--- src/rtl/datapath_control_unit_if.sv ---
// Control bundle between the sequencer and the Phase-1 Datapath.
// The Datapath side drives run/ir. The controller drives the enables, out pins and selects.
interface datapath_control_unit_if #(
    parameter int NREG = 16,
    parameter int OPW  = 5
);
    logic            run;
    logic [31:0]     ir;
    logic            pc_out;
    logic            mdr_out;
    logic            zlo_out;
    logic            zhi_out;
    logic            mar_enable;
    logic            mdr_enable;
    logic            ir_enable;
    logic            y_enable;
    logic            z_enable;
    logic            pc_increment;
    logic            read;
    logic            lo_enable;
    logic            hi_enable;
    logic [OPW-1:0]  op_code;
    logic [NREG-1:0] reg_out_sel;
    logic [NREG-1:0] reg_in_sel;
    logic            instr_done;
    logic            halted;
    logic [3:0]      state_dbg;

    modport master (
        output run, ir,
        input  pc_out, mdr_out, zlo_out, zhi_out, mar_enable, mdr_enable, ir_enable,
               y_enable, z_enable, pc_increment, read, lo_enable, hi_enable, op_code,
               reg_out_sel, reg_in_sel, instr_done, halted, state_dbg
    );

    modport slave (
        input  run, ir,
        output pc_out, mdr_out, zlo_out, zhi_out, mar_enable, mdr_enable, ir_enable,
               y_enable, z_enable, pc_increment, read, lo_enable, hi_enable, op_code,
               reg_out_sel, reg_in_sel, instr_done, halted, state_dbg
    );
endinterface

--- src/rtl/datapath_control_unit.sv ---
// Hard-wired Moore sequencer: fetch (T0-T2), then register-register ALU execute (T3-T6).
//  state | meaning
//  IDLE  | waiting for run, all outputs low
//  T0-T2 | fetch: PC->MAR, memory->MDR, MDR->IR
//  T3-T6 | execute, length depends on the opcode class
//  HALT  | illegal opcode seen, sticky until clr
module datapath_control_unit #(
    parameter int NREG = 16,
    parameter int OPW  = 5
) (
    input  logic clk,
    input  logic clr,
    datapath_control_unit_if.slave bus
);
    typedef enum logic [3:0] {
        IDLE = 4'd0, T0 = 4'd1, T1 = 4'd2, T2 = 4'd3, T3 = 4'd4,
        T4 = 4'd5, T5 = 4'd6, T6 = 4'd7, HALT = 4'd8
    } state_t;

    state_t         state, state_nxt;
    logic [OPW-1:0] opc_q;
    logic [3:0]     ra_q, rb_q, rc_q;
    logic           legal, unary, muldiv;
    logic           unused_ir;

    assign unused_ir     = ^bus.ir[14:0];
    assign bus.state_dbg = state;

    function automatic logic [NREG-1:0] onehot(input logic [3:0] idx);
        return NREG'(1) << idx;
    endfunction

    always_comb begin
        legal  = 1'b0;
        unary  = 1'b0;
        muldiv = 1'b0;
        case (opc_q)
            5'b00011, 5'b00100, 5'b00101, 5'b00110, 5'b00111,
            5'b01000, 5'b01001, 5'b01010, 5'b01011: legal = 1'b1;
            5'b01111, 5'b10000: begin legal = 1'b1; muldiv = 1'b1; end
            5'b10001, 5'b10010: begin legal = 1'b1; unary  = 1'b1; end
            default: ;
        endcase
    end

    always_ff @(posedge clk or negedge clr) begin
        if (!clr) begin
            state <= IDLE;
        end else begin
            state <= state_nxt;
        end
    end

    // IR fields are frozen at the end of fetch so the Datapath may reload IR during execute.
    always_ff @(posedge clk or negedge clr) begin
        if (!clr) begin
            opc_q <= '0;
            ra_q  <= '0;
            rb_q  <= '0;
            rc_q  <= '0;
        end else if (state == T2) begin
            opc_q <= bus.ir[31:32-OPW];
            ra_q  <= bus.ir[26:23];
            rb_q  <= bus.ir[22:19];
            rc_q  <= bus.ir[18:15];
        end
    end

    always_comb begin
        state_nxt        = state;
        bus.pc_out       = 1'b0;
        bus.mdr_out      = 1'b0;
        bus.zlo_out      = 1'b0;
        bus.zhi_out      = 1'b0;
        bus.mar_enable   = 1'b0;
        bus.mdr_enable   = 1'b0;
        bus.ir_enable    = 1'b0;
        bus.y_enable     = 1'b0;
        bus.z_enable     = 1'b0;
        bus.pc_increment = 1'b0;
        bus.read         = 1'b0;
        bus.lo_enable    = 1'b0;
        bus.hi_enable    = 1'b0;
        bus.op_code      = '0;
        bus.reg_out_sel  = '0;
        bus.reg_in_sel   = '0;
        bus.instr_done   = 1'b0;
        bus.halted       = 1'b0;
        case (state)
            IDLE: if (bus.run) state_nxt = T0;
            T0: begin
                bus.pc_out       = 1'b1;
                bus.mar_enable   = 1'b1;
                bus.pc_increment = 1'b1;
                state_nxt        = T1;
            end
            T1: begin
                bus.read       = 1'b1;
                bus.mdr_enable = 1'b1;
                state_nxt      = T2;
            end
            T2: begin
                bus.mdr_out   = 1'b1;
                bus.ir_enable = 1'b1;
                state_nxt     = T3;
            end
            T3: begin
                if (!legal) begin
                    state_nxt = HALT;
                end else begin
                    bus.op_code     = opc_q;
                    bus.reg_out_sel = onehot(rb_q);
                    bus.z_enable    = unary;
                    bus.y_enable    = !unary;
                    state_nxt       = T4;
                end
            end
            T4: begin
                bus.op_code = opc_q;
                if (unary) begin
                    bus.zlo_out    = 1'b1;
                    bus.reg_in_sel = onehot(ra_q);
                    bus.instr_done = 1'b1;
                    state_nxt      = bus.run ? T0 : IDLE;
                end else begin
                    bus.reg_out_sel = onehot(rc_q);
                    bus.z_enable    = 1'b1;
                    state_nxt       = T5;
                end
            end
            T5: begin
                bus.op_code = opc_q;
                bus.zlo_out = 1'b1;
                if (muldiv) begin
                    bus.lo_enable = 1'b1;
                    state_nxt     = T6;
                end else begin
                    bus.reg_in_sel = onehot(ra_q);
                    bus.instr_done = 1'b1;
                    state_nxt      = bus.run ? T0 : IDLE;
                end
            end
            T6: begin
                bus.op_code    = opc_q;
                bus.zhi_out    = 1'b1;
                bus.hi_enable  = 1'b1;
                bus.instr_done = 1'b1;
                state_nxt      = bus.run ? T0 : IDLE;
            end
            HALT: bus.halted = 1'b1;
            default: state_nxt = IDLE;
        endcase
    end
endmodule

--- src/flat_wrapper.sv ---
// flat-port wrapper written by rule: the top's interface ports become plain ports
module datapath_control_unit_flat 
#(
    parameter int NREG = 16,
    parameter int OPW  = 5
)
  (clk, clr, bus_run, bus_ir, bus_pc_out, bus_mdr_out, bus_zlo_out, bus_zhi_out, bus_mar_enable, bus_mdr_enable, bus_ir_enable, bus_y_enable, bus_z_enable, bus_pc_increment, bus_read, bus_lo_enable, bus_hi_enable, bus_op_code, bus_reg_out_sel, bus_reg_in_sel, bus_instr_done, bus_halted, bus_state_dbg);
  datapath_control_unit_if #(.NREG(NREG), .OPW(OPW)) bus_i ();
  input  logic clk;
  input  logic clr;
  input wire logic [$bits(bus_i.run)-1:0] bus_run;
  input wire logic [$bits(bus_i.ir)-1:0] bus_ir;
  output wire logic [$bits(bus_i.pc_out)-1:0] bus_pc_out;
  output wire logic [$bits(bus_i.mdr_out)-1:0] bus_mdr_out;
  output wire logic [$bits(bus_i.zlo_out)-1:0] bus_zlo_out;
  output wire logic [$bits(bus_i.zhi_out)-1:0] bus_zhi_out;
  output wire logic [$bits(bus_i.mar_enable)-1:0] bus_mar_enable;
  output wire logic [$bits(bus_i.mdr_enable)-1:0] bus_mdr_enable;
  output wire logic [$bits(bus_i.ir_enable)-1:0] bus_ir_enable;
  output wire logic [$bits(bus_i.y_enable)-1:0] bus_y_enable;
  output wire logic [$bits(bus_i.z_enable)-1:0] bus_z_enable;
  output wire logic [$bits(bus_i.pc_increment)-1:0] bus_pc_increment;
  output wire logic [$bits(bus_i.read)-1:0] bus_read;
  output wire logic [$bits(bus_i.lo_enable)-1:0] bus_lo_enable;
  output wire logic [$bits(bus_i.hi_enable)-1:0] bus_hi_enable;
  output wire logic [$bits(bus_i.op_code)-1:0] bus_op_code;
  output wire logic [$bits(bus_i.reg_out_sel)-1:0] bus_reg_out_sel;
  output wire logic [$bits(bus_i.reg_in_sel)-1:0] bus_reg_in_sel;
  output wire logic [$bits(bus_i.instr_done)-1:0] bus_instr_done;
  output wire logic [$bits(bus_i.halted)-1:0] bus_halted;
  output wire logic [$bits(bus_i.state_dbg)-1:0] bus_state_dbg;
  assign bus_i.run = bus_run;
  assign bus_i.ir = bus_ir;
  assign bus_pc_out = bus_i.pc_out;
  assign bus_mdr_out = bus_i.mdr_out;
  assign bus_zlo_out = bus_i.zlo_out;
  assign bus_zhi_out = bus_i.zhi_out;
  assign bus_mar_enable = bus_i.mar_enable;
  assign bus_mdr_enable = bus_i.mdr_enable;
  assign bus_ir_enable = bus_i.ir_enable;
  assign bus_y_enable = bus_i.y_enable;
  assign bus_z_enable = bus_i.z_enable;
  assign bus_pc_increment = bus_i.pc_increment;
  assign bus_read = bus_i.read;
  assign bus_lo_enable = bus_i.lo_enable;
  assign bus_hi_enable = bus_i.hi_enable;
  assign bus_op_code = bus_i.op_code;
  assign bus_reg_out_sel = bus_i.reg_out_sel;
  assign bus_reg_in_sel = bus_i.reg_in_sel;
  assign bus_instr_done = bus_i.instr_done;
  assign bus_halted = bus_i.halted;
  assign bus_state_dbg = bus_i.state_dbg;
  datapath_control_unit #(.NREG(NREG), .OPW(OPW)) u_core (.clk(clk), .clr(clr), .bus(bus_i));
endmodule
--- config.mk ---
export PLATFORM = sky130hd
export DESIGN_NAME = datapath_control_unit_flat
export DESIGN_NICKNAME = d
export VERILOG_FILES = /design/src/rtl/datapath_control_unit_if.sv /design/src/rtl/datapath_control_unit.sv /design/src/flat_wrapper.sv
export SDC_FILE = /design/constraint.sdc
export NUM_CORES = 1
export LEC_CHECK = 0
export ABC_AREA = 1
export CAP_MARGIN = 20
export CORE_MARGIN = 2
export CORE_UTILIZATION = 35
export DETAILED_ROUTE_END_ITERATION = 7
export GPL_TIMING_DRIVEN = 0
export PLACE_DENSITY = 0.84
export SYNTH_ARGS = -nofsm -noshare
export SYNTH_HDL_FRONTEND = slang
export SYNTH_SLANG_ARGS = --single-unit
export TNS_END_PERCENT = 20
--- constraint.sdc ---
create_clock -name clk -period 2.2 [get_ports clk]
set_input_delay 0.66 -clock clk [delete_from_list [all_inputs] [get_ports clk]]
set_output_delay 0.66 -clock clk [all_outputs]
set_load 0.02 [all_outputs]
# == Yosys cells after proc, flatten, opt, wreduce, memory -nomap -nowiden ==
# Cells that the tools add are included.
# totals
elab_cells,71
register_bits,21
input_bits,35
# op_classes
n_reduce_logical,7
eq_ne,22
n_shift,3
n_bitwise,1
n_mux,33
# op_table
cell,count
$mux 16,4
$pmux 16 s2,2
$shl 1x4->16 const A,3
$pmux 4 s9,1
$eq 5x4->1 const B,5
$eq 5x3->1 const B,4
$mux 1,17
$eq 4x3->1 const B,4
$mux 4,4
$eq 5x5->1 const B,3
$reduce_or 13->1,1
$pmux 5 s2,1
$eq 4x2->1 const B,2
$eq 5x2->1 const B,1
$mux 5,1
$eq 4x1->1 const B,1
$eq 4x4->1 const B,1
$logic_not 4->1,1
$pmux 1 s2,2
$reduce_or 2->1,2
$pmux 1 s3,1
$reduce_or 3->1,1
$ne 2x2->1 const B,1
$reduce_and 2->1,1
other kinds (2),2

# == Longest topological paths before layout ==
# depth
word_depth,6
ltp_mapped,10

# == Least setup slack after synthesis ==
# No wires, ideal clock.
# synth_path
path_kind,reg2out
startpoint,register u_core.state[3] (netlist: u_core.bus.state_dbg[3])
endpoint,output bus_reg_out_sel[10]
arrival_ns,1.616
t_required_ns,1.540
path_buffers,0
setup_slack_ns,-0.076
stages_incl_launch_ff,8
path_cell_list,dfrtp_1 > inv_1 > nand2_2 > nor2_2 > nand2_2 > nor2_2 > inv_1 > o21ai_0
# synth_via
elab_chain_cells,2
elab_cells_between_ends,3
cone_classes,eq/ne (2); mux (1)
# synth_lines
item,line_no,rtl
"start, declared",datapath_control_unit.sv:20,"state_t state, state_nxt;"
"start signal, assigned",datapath_control_unit.sv:50,state <= state_nxt;
$eq 4x3->1,datapath_control_unit.sv:89,case (state)
$pmux 16 s2 (*),datapath_control_unit.sv:89,
"end, declared",flat_wrapper.sv:27,output wire logic [$bits(bus_i.reg_out_sel)-1:0] bus_reg_out_sel;
# Mark *: on every way between the ends. The rest lies on a longest branch, timed or not.

# == Final worst setup path ==
# layout_path
startpoint,register u_core.opc_q[2]
endpoint,output bus_reg_out_sel[9]
# layout_via
elab_chain_cells,5
elab_cells_between_ends,20
cone_classes,eq/ne (13); mux (5); reduce/logical (2)
# layout_lines
item,line_no,rtl
"start, declared",datapath_control_unit.sv:21,logic [OPW-1:0] opc_q;
"start signal, assigned",datapath_control_unit.sv:62,opc_q <= bus.ir[31:32-OPW];
"$eq 5x2->1, or another cell as far along",datapath_control_unit.sv:37,case (opc_q)
$reduce_or 13->1 (no source line) or $reduce_or 2->1 (tied branches),n/a,
$mux 1,datapath_control_unit.sv:37,
"$mux 16, on equally long branches","datapath_control_unit.sv:108, datapath_control_unit.sv:120",
$pmux 16 s2 (*),datapath_control_unit.sv:89,
# Marked as above.

==> metrics.md <==
| Metric | Value |
|---|---|
| Status | complete, but fails checks |
| Failing checks | negative setup slack |
| Routability cong. | 0.912 |
| Row cnt | 24 |
| Crit path kind | reg2out |
| Startpoint class of the critical path | flip-flop |
| Via count | 2026 |
| P_int | 1.47 mW |
| Initial antenna violation count | 0 |
| Final Hold Vio Count | 0 |
| RSZ-0062 raised after global routing | true |
| Slew Limit Fails | 0 |
| Final setup skew | 0.0111 ns |
| Synth Cell Area | 1610 um^2 |
| Clock sinks | 21 |
| Setup TNS | -8.55 ns |
| Drt drc | 0 |
| Sequential power share | 26.0% |
| Initial DRC Count | 121 |
| Max Buffers Root-to-Sink | 2 |
| GRT Overall Usage | 21.5% |
| Tmin final | 2.52 ns |
| Avg WL per Cell | 14.3 um |
| Post-synthesis sequential area ratio | 32.6% |
| Final Setup Violations | 40 |
| Drt pass-1 iters | 4 |
| Clock Power Share | 8.6% |
| Worst path max stage delay | 0.43 ns |
| Die ar. | 5170 um^2 |
| Syn Area/Cell | 6.38 um^2 |
| First-pass GRT wire length | 8960 um |
| # H-tree levels | 1 |
| I/O pins | 91 |
| Ratio of cells with drive above 1 in the final layout | 41.3% |
| CP dominant cell by count | nand2_2 |
| Final nets | 382 |
| DIE WIDTH | 71.9 um |
| Vias in the first global route | 1969 |
| DRT antenna net count | 0 |
| Pwr Density | 1160 nW/um^2 |
| # diodes | 0 |
| Worst min-delay path class | reg2reg |
| Reg clk slew, reported paths | 0.07 ns |
| Combinational power share | 65.3% |
| Setup crit end kind | output pin |
| Seq cells post-synth | 21 |
| Final period utilization | 114% |
| Die height | 71.9 um |
| Via/cell ratio | 5.09 |
| Syn-to-layout area delta | 68.2% |
| CP Cell Sequence | inv_2, nand2_2, nor2_4, nand2_2, nand2_2, nor2_4, nor2_8, buf_6, nand3_2, nand2_2, buf_6 |
| Core region area | 4380 um^2 |
| Largest net degree at the start of global routing | 22 |
| Dpl hpwl | 3750 um |
| GRT overflow | 0 |
| CP Max Fanout | 7 |
| Max-cap viol count | 0 |
| Root Buffer | clkbuf_8 |
| Hold WS | 0.586 ns |
| Switching Fraction | 53.2% |
| Leak | 1.29 nW |
| I/O Buffers | 75 |
| Worst slew pin tran | 0.599 ns |
| Req. time, crit path | 1.54 ns |
| VDD IR max | 0.663 mV |
| CTS buffer count | 3 |
| Slew HR | 59.8% |
| Fin worst setup slack | -0.316 ns |
| Syn nets | 288 |
| Yosys warns | 0 |
| Cell count after synthesis | 253 |
| Later-pin clock latency in the skew report | 0.28 ns |
| Max Clock Freq | 0.397 GHz |
| Slowest CP cell | dfrtp_1 |
| Synth cell types | 23 |
| CTS tree | yes |
| Initial core utilization | 36.8% |
| Final wirelength | 5690 um |
| Net Switching | 1.67 mW |
| Worst Path Arrival | 1.86 ns |
-- flip-flops by register name, indices dropped and copies added, names as in the netlist --
register / flops
u_core.bus.state_dbg: 4
u_core.opc_q: 5
u_core.ra_q: 4
u_core.rb_q: 4
u_core.rc_q: 4
-- through the flow --
step / power (mW) / util (%) / cell area (um^2) / cells / setup slack, ns
floorplan: 1.93 / - / 1610 / 253 / -0.0756
global placement: 2.46 / 55.4 / 2430 / 380 / -0.437
detailed placement: 2.52 / 55.4 / 2430 / 380 / -0.471
CTS: 2.89 / 58.0 / 2540 / 392 / -0.281
global route: 3.37 / 61.9 / 2720 / 398 / -0.420
finish: 3.14 / 61.9 / 2720 / 398 / -0.316
-- cell type report --
| type | instances | area, um^2 |
|---|---|---|
| buffer | 10 | 71.3 |
| tap | 52 | 65.1 |
| sequential | 21 | 528 |
| inverter | 33 | 126 |
| fill | 389 | 1670 |
| clock buffer | 4 | 45.0 |
| multi-input combinational | 189 | 1080 |
| timing repair buffer | 89 | 803 |
-- worst max-delay path, delay by kind of cell (launching register included) --
| kind | cells | cell delay, ns |
|---|---|---|
| DFF | 1 | 0.43 |
| and+or+nand+nor | 8 | 0.76 |
| buffers and inverters | 3 | 0.39 |
-- cells in the mapped netlist --
cell type | count | share of area [%]
a211oi_1 | 1 | 0.47
a21oi_1 | 2 | 0.62
buf_2 | 4 | 1.2
buf_4 | 5 | 2.3
buf_6 | 1 | 0.70
clkinv_1 | 2 | 0.47
dfrtp_1 | 21 | 33
inv_1 | 25 | 5.8
inv_2 | 6 | 1.4
nand2_1 | 60 | 14
nand2_2 | 6 | 2.3
nand3_1 | 26 | 8.1
nand3_4 | 1 | 1.1
nand3b_4 | 1 | 1.2
nor2_1 | 45 | 10
nor2_2 | 8 | 3.1
nor2_4 | 2 | 1.4
nor2_8 | 1 | 1.2
nor3_1 | 7 | 2.2
o21ai_0 | 21 | 6.5
o21ai_1 | 6 | 1.9
o21bai_1 | 1 | 0.47
o221ai_1 | 1 | 0.54
-- timing repair --
| item | in CTS | in global routing |
|---|---|---|
| hold buffers | 0 | 0 |
| buffers inserted | 7 | 5 |
| gates resized for setup | 273 | 41 |
| endpoints found under the setup margin | 52 | 48 |
| pin swaps | 12 | 15 |
| gates cloned | 1 | 0 |
-- cell usage in the layout (no fill, tap or decap), drive strengths merged --
cell type / synthesis / final
nor3: 7 / 7
o21bai: 1 / 1
buf: 10 / 71
clkinv: 2 / 2
o221ai: 1 / 1
nor2: 56 / 56
clkbuf: 0 / 4
dfrtp: 21 / 21
a211oi: 1 / 1
a21oi: 2 / 2
o21ai: 27 / 27
inv: 31 / 31
clkdlybuf4s50: 0 / 23
clkdlybuf4s15: 0 / 4
nand3b: 1 / 1
nand2: 66 / 66
nand3: 27 / 27
dlygate4sd2: 0 / 1
-- power by group through the flow --
stage / Clock (mW) / Sequential (mW) / Combinational (mW)
6_report: 0.272 / 0.818 / 2.05
5_1_grt: 0.293 / 0.839 / 2.23
4_1_cts: 0.268 / 0.782 / 1.84
3_5_place_dp: 0 / 0.770 / 1.75
3_3_place_gp: 0 / 0.760 / 1.70
2_1_floorplan: 0 / 0.769 / 1.16
-- per-layer routing --
metal / track usage (%) / part of all wire [%] / vias up
met4: 8.18 / 2.5 / 0
met5: 0 / 0 / -
met3: 2.78 / 5.8 / 17
met2: 39.5 / 53 / 94
met1: 25.4 / 39 / 934
li1: - / - / 981
-- kinds of logic (layout without fill, tap and decap cells) --
group | count (synthesis) | after routing | synth area share (%)
AOI/OAI and AO/OA | 32 | 32 | 10.5
DFF | 21 | 21 | 32.6
buffers and inverters | 43 | 136 | 11.9
and+or+nand+nor | 157 | 157 | 45.0
-- path summary, 6_finish.rpt --
check / from / to / slack, ns / cells after the start
max: u_core.opc_q[2] / bus_reg_out_sel[9] / -0.32 / 11
min: u_core.ra_q[3] / u_core.ra_q[3] / 0.59 / 2
max reg2reg: u_core.opc_q[1] / u_core.bus.state_dbg[0] / 0.61 / 10
min reg2reg: u_core.ra_q[3] / u_core.ra_q[3] / 0.59 / 2
max in group asynchronous: clr / u_core.rb_q[1] / 1.01 / 2
min in group asynchronous: clr / u_core.opc_q[1] / 0.71 / 1
Power figures use the tool's default switching activity.
